## config.mk

```make
export PLATFORM = sky130hd
export DESIGN_NAME = sio_fifo_ctrl
export DESIGN_NICKNAME = d
export VERILOG_FILES = /design/src/rtl/sio_fifo_ctrl.sv
export SDC_FILE = /design/constraint.sdc
export NUM_CORES = 1
export LEC_CHECK = 0
export CAP_MARGIN = 20
export CORE_ASPECT_RATIO = 1.1
export CORE_MARGIN = 4
export CORE_UTILIZATION = 60
export CTS_CLUSTER_DIAMETER = 100
export DETAILED_ROUTE_END_ITERATION = 10
export GPL_TIMING_DRIVEN = 0
export PLACE_DENSITY = 0.88
export SYNTH_ARGS = -nofsm -noshare
export SYNTH_HDL_FRONTEND = slang
export SYNTH_SLANG_ARGS = --single-unit
```

## constraint.sdc

```tcl
create_clock -name clkin -period 3.4 [get_ports clkin]
set_input_delay 0.68 -clock clkin [delete_from_list [all_inputs] [get_ports clkin]]
set_output_delay 0.68 -clock clkin [all_outputs]
set_load 0.02 [all_outputs]
```

## src/rtl/sio_fifo_ctrl.sv

```systemverilog
// Buffered front-end for the sio SPI master: TX/RX word FIFOs plus a launch sequencer.
// Latency: TX write to launch 1 cycle; back-to-back launches every 2*(bits+1)+4 cycles.
// Backpressure: holds in IDLE while RX is full, TX is empty or enable is low; full-TX writes drop.

// Circular word buffer with level counter and a first-word-fall-through head (0 when empty).
// Latency: flags, level and head update one cycle after the push/pop edge.
// Backpressure: a push on a full buffer is dropped unless a valid pop happens in the same cycle.
module sio_fifo_ctrl_fifo #(
  parameter int DEPTH = 16,
  parameter int W     = 16,
  parameter int LW    = $clog2(DEPTH) + 1
) (
  input  logic          clkin,
  input  logic          rst,
  input  logic          push,
  input  logic [W-1:0]  push_dat,
  input  logic          pop,
  output logic [W-1:0]  head_dat,
  output logic          full,
  output logic          empty,
  output logic [LW-1:0] level
);
  localparam int AW = $clog2(DEPTH);
  localparam logic [LW-1:0] FULL_LVL = LW'(DEPTH);

  logic [W-1:0]  mem [DEPTH];
  logic [AW-1:0] wr_ptr;
  logic [AW-1:0] rd_ptr;
  logic          pop_ok;
  logic          push_ok;

  // A pop on an empty buffer is ignored even if a push lands in the same cycle.
  assign pop_ok  = pop && (level != '0);
  assign push_ok = push && ((level != FULL_LVL) || pop_ok);

  always_ff @(posedge clkin) begin
    if (rst) begin
      wr_ptr <= '0;
      rd_ptr <= '0;
      level  <= '0;
    end else begin
      if (push_ok) wr_ptr <= wr_ptr + AW'(1);
      if (pop_ok)  rd_ptr <= rd_ptr + AW'(1);
      if (push_ok && !pop_ok)      level <= level + LW'(1);
      else if (pop_ok && !push_ok) level <= level - LW'(1);
    end
  end

  always_ff @(posedge clkin) begin
    if (push_ok) mem[wr_ptr] <= push_dat;
  end

  assign full     = (level == FULL_LVL);
  assign empty    = (level == '0);
  assign head_dat = empty ? '0 : mem[rd_ptr];
endmodule

module sio_fifo_ctrl #(
  parameter int DEPTH = 16,
  parameter int LW    = $clog2(DEPTH) + 1
) (
  input  logic          clkin,
  input  logic          rst,
  input  logic          enable,
  input  logic [3:0]    bits_cfg,
  input  logic          tx_wr,
  input  logic [15:0]   tx_data,
  output logic          tx_full,
  output logic [LW-1:0] tx_level,
  input  logic          rx_rd,
  output logic [15:0]   rx_data,
  output logic          rx_empty,
  output logic [LW-1:0] rx_level,
  output logic          busy,
  output logic          err,
  input  logic          clr_err,
  output logic          go,
  output logic [15:0]   data_i,
  output logic [3:0]    bits,
  input  logic          sio_state,
  input  logic [15:0]   sio_data_o
);
  typedef enum logic [1:0] {IDLE, START, RUN, DONE} state_t;

  state_t      state_q;
  state_t      state_d;
  logic        launch;
  logic        rx_push;
  logic        tx_empty;
  logic        rx_full;
  logic [15:0] tx_head;
  logic        err_set;

  sio_fifo_ctrl_fifo #(.DEPTH(DEPTH), .W(16), .LW(LW)) u_tx_fifo (
    .clkin    (clkin),
    .rst      (rst),
    .push     (tx_wr),
    .push_dat (tx_data),
    .pop      (launch),
    .head_dat (tx_head),
    .full     (tx_full),
    .empty    (tx_empty),
    .level    (tx_level)
  );

  sio_fifo_ctrl_fifo #(.DEPTH(DEPTH), .W(16), .LW(LW)) u_rx_fifo (
    .clkin    (clkin),
    .rst      (rst),
    .push     (rx_push),
    .push_dat (sio_data_o),
    .pop      (rx_rd),
    .head_dat (rx_data),
    .full     (rx_full),
    .empty    (rx_empty),
    .level    (rx_level)
  );

  always_ff @(posedge clkin) begin
    if (rst) state_q <= IDLE;
    else     state_q <= state_d;
  end

  // Launch only with a free RX slot, so the DONE push can never overflow.
  always_comb begin
    state_d = state_q;
    launch  = 1'b0;
    rx_push = 1'b0;
    case (state_q)
      IDLE: begin
        if (enable && !tx_empty && !rx_full) begin
          launch  = 1'b1;
          state_d = START;
        end
      end
      START: if (sio_state)  state_d = RUN;
      RUN:   if (!sio_state) state_d = DONE;
      DONE: begin
        rx_push = 1'b1;
        state_d = IDLE;
      end
      default: state_d = IDLE;
    endcase
  end

  // data_i and bits stay put between launches; sio reads data_i for the whole transfer.
  always_ff @(posedge clkin) begin
    if (rst) begin
      go     <= 1'b0;
      data_i <= '0;
      bits   <= '0;
    end else begin
      go <= launch;
      if (launch) begin
        data_i <= tx_head;
        bits   <= bits_cfg;
      end
    end
  end

  // A write accepted alongside a launch pop is not an overflow.
  assign err_set = (tx_wr && tx_full && !launch) || (rx_rd && rx_empty);

  always_ff @(posedge clkin) begin
    if (rst) err <= 1'b0;
    else     err <= err_set | (err & ~clr_err);
  end

  assign busy = (state_q != IDLE);
endmodule

```

==> run_results.csv <==
group,metric,value,unit
cts,cts_tree,"yes",
routing,vias_per_cell,6.44,
layout,fin_area,25900,µm²
power,seq_power_share,43.8,%
power,vdd_drop_max,0.481,mV
cts,insertion_delay,0.60,ns
outcome,status,"complete, no violations",
grt,use_met3,3.81,%
worst_hold_path,whs_endpoint,"data_i[6]",
routing,drtIter0Drc,1561,
logic_synthesis,synthCells,1100,
cts,cts_root_buf,"clkbuf_16",
power,power.clock.fraction,32.6,%
logic_synthesis,synth-edff-count,512,
cts,cts_made_buffers,52,
grt,grt_pass1_vias,12113,
routing,dr_total_vias,11572,
logic_synthesis,yosysWarnings,0,
grt,grt_start_max_net_pins,17,
worst_hold_path,min_path_type,"reg2reg",
worst_setup_path,start_kind,"register",
placed_design,portBuffers,92,
grt,grt_use_met1,33.5,%
floorplan,start_util,60.9,%
sta,max_slew_margin,25.9,%
grt,grt_usage,26.4,%
floorplan,die_w,191,µm
grt,use_met2,46.5,%
power,p_leak,8.39,nW
sta,tightest_slew,1.11,ns
logic_synthesis,synth-seq-cells,566,
worst_setup_path,r2r-start,"state_q[0]",
worst_hold_path,whs_path_depth,2,
sta,clock.fmax,294,MHz
power,power_density,712,nW/µm²
worst_setup_path,crit_fanout,10,
floorplan,core-area,36200,µm²
logic_synthesis,syn-cell-area,22000,µm²
routing,firstDrtPassIters,5,
power,p_sw_share,28.1,%
logic_synthesis,seq_area_frac_synth,74.7,%
layout,layout-drive-gt1-share,24.1,%
sta,final.setup.tns,0,ns
placed_design,gp_congestion,0.784,
worst_setup_path,required,2.72,ns
cts,cts_sinks,566,
placed_design,place_area,23900,µm²
cts,htree_levels,2,
routing,wire_per_inst,29.1,µm
logic_synthesis,async_reset_ff_share,0,%
layout,finalNonFillerCells,1796,
worst_hold_path,worstHoldStart,"data_i[6]",
placed_design,dp_cells,1697,
power,p_total,18.4,mW
sta,finalCritPeriodShare,99.9,%
layout,nNetsFinal,1336,
grt,grt_first_pass_wirelength,77700,µm
floorplan,rows,73,
grt,grt_busiest_layer,"met2",
sta,period_needed,3.40,ns
worst_setup_path,critical_path_arrival,2.72,ns
floorplan,die_area,39800,µm²
sta,hold_viol,0,
logic_synthesis,yosys.cell_types.count,46,
floorplan,ios,94,
sta,setup-violations-final,0,
cts,clk_pin_slew,0.06,ns
floorplan,die_height,209,µm
worst_setup_path,r2r_cells,9,
placed_design,place_hpwl,30300,µm
power,p_sw,5.18,mW
cts,postCtsHoldBufs,0,
worst_setup_path,rrSetupSlack,0.20,ns
layout,area_delta_synth_final,17.5,%
layout,fin_util,71.6,%
layout,diodes,0,
sta,drv_slew,0,
logic_synthesis,synth_top_flop_cell,"edfxtp_1",
worst_setup_path,worstSetupPathType,"reg2out",
sta,rsz0062_at_grt,"yes",
routing,drt-total-wl,52200,µm
job,cap_violations,0,
routing,ant_nets,0,
worst_setup_path,end_kind,"primary output",
routing,drc,0,
cts,cts.path.max_buffers,3,
logic_synthesis,avgSynthCellArea,20.0,µm²
power,power.internal,13.2,mW
power,p_comb_share,23.6,%
grt,antenna_found_initial,0,
grt,grt_overflow,0,
logic_synthesis,synth_nets,1168,
worst_setup_path,regToRegEndpoint,"u_tx_fifo.mem[10][5]",
sta,fin_worst_skew,0.0189,ns
==> sequential cells by signal, indices dropped and copies added, names as in the netlist, 2 cells and up, named ones only <==
name              cells
bits                  4
data_i               16
state_q               2
u_rx_fifo.level       5
u_rx_fifo.mem       256
u_rx_fifo.rd_ptr      4
u_rx_fifo.wr_ptr      4
u_tx_fifo.level       5
u_tx_fifo.mem       256
u_tx_fifo.rd_ptr      4
u_tx_fifo.wr_ptr      4
==> per-layer routing <==
metal / part of all wire [%] / vias to the layer above
met4: 4.2 / 0
met3: 7.7 / 138
met2: 54 / 751
met5: 0 / -
met1: 34 / 5891
li1: - / 4792
==> synth_stat cells (2+ instances only) <==
cell	instances	area, µm²
nand3_1	15	75.1
nand2b_1	4	25.0
mux4_2	126	2840
o22ai_1	16	100
nand2_1	35	131
buf_6	3	33.8
xnor2_1	8	70.1
a22oi_1	31	233
a21oi_1	22	110
nor3_1	7	35.0
or3_1	3	18.8
a21o_1	4	30.0
buf_12	2	40.0
nor2_1	62	233
buf_4	2	15.0
ha_1	23	288
xor2_1	10	87.6
dfxtp_1	54	1080
nor2b_1	4	25.0
clkbuf_1	27	101
o21ai_0	3	15.0
edfxtp_1	512	15400
buf_2	18	90.1
mux2i_1	58	581
and2_1	5	31.3
fa_1	2	40.0
and3_1	7	43.8
inv_1	16	60.1
buf_1	4	15.0
==> kinds of logic (layout without fill, tap and decap cells) <==
| family | after synthesis | in the layout | share of synthesized area, % |
|---|---|---|---|
| flops | 566 | 566 | 74.7 |
| mux | 184 | 184 | 15.5 |
| simple gates | 146 | 146 | 3.04 |
| compound gates | 86 | 86 | 2.78 |
| buf+inv | 75 | 284 | 1.73 |
| fa+ha+maj | 25 | 25 | 1.49 |
| xor+xnor | 18 | 18 | 0.716 |
==> cells in the final DEF, fill, tap and decap left out, types with 5 or more instances in the layout <==
cell type,synthesis,routed
a21oi_1,22,22
a22oi_1,31,31
and2_1,5,5
and3_1,7,7
buf_2,18,11
buf_4,2,7
buf_6,3,5
buf_8,1,20
bufinv_16,0,5
clkbuf_1,27,26
clkbuf_16,0,54
clkbuf_2,1,7
clkbuf_8,0,5
clkdlybuf4s50_1,0,76
clkinv_1,0,6
clkinv_2,0,10
dfxtp_1,54,53
dlygate4sd2_1,0,16
edfxtp_1,512,512
ha_1,23,23
inv_1,16,16
mux2i_1,58,45
mux2i_2,0,10
mux4_2,126,126
nand2_1,35,33
nand3_1,15,15
nor2_1,62,46
nor2_2,0,16
nor3_2,0,6
o22ai_1,16,16
xnor2_1,8,8
xor2_1,10,10
==> timing repair <==
item	4_1_cts	5_1_grt
pin swaps	1	2
endpoints found under the setup margin	16	13
setup buffers	1	4
resized for setup	57	15
==> worst max-delay path, stage by stage, from the launching register on <==
cell             delay (ns)
dfxtp_1                0.32
clkbuf_1               0.31
clkdlybuf4s15_2        0.62
mux2i_1                0.38
o22ai_1                0.15
dlygate4sd2_1          0.35
==> metrics by stage <==
step	setup WS, ns	hold WS [ns]
6_report	0.00211	0.460
5_1_grt	-0.0406	0.489
4_1_cts	0.00905	0.463
3_5_place_dp	-0.342	0.454
3_3_place_gp	-1.14	0.446
2_1_floorplan	0.455	0.459
==> power groups by stage <==
stage	clock [mW]	combinational, mW	sequential [mW]
after floorplan	0	2.57	8.29
after global placement	0	3.99	8.17
after detailed placement	0	4.13	8.20
after CTS	6.03	4.25	8.07
after global routing	6.35	4.60	8.10
final	6.01	4.34	8.07
==> how the worst max path moves through the flow <==
| stage | startpoint | end | slack, ns |
|---|---|---|---|
| 6_report | register | rx_data[2] | 0.002 |
| 2_1_floorplan | state_q[0] | u_tx_fifo.level[4] | 0.45 |
| 3_3_place_gp | rx_rd | u_rx_fifo.mem[3][6] | -1.14 |
| 4_1_cts | register | rx_data[1] | 0.009 |
| 3_5_place_dp | enable | u_tx_fifo.level[4] | -0.34 |
| 5_1_grt | register | rx_data[3] | -0.04 |
==> cell type report <==
type                            instances  area, µm²
Clock buffer                           65       1440
Buffer                                 57        417
Fill cell                            2013      10300
Timing Repair Buffer                  115       1230
Clock inverter                         30        320
Sequential cell                       566      16500
Inverter                               17       66.3
Tap cell                              487        609
Multi-Input combinational cell        459       5340
(Power assumes the default switching activity.)
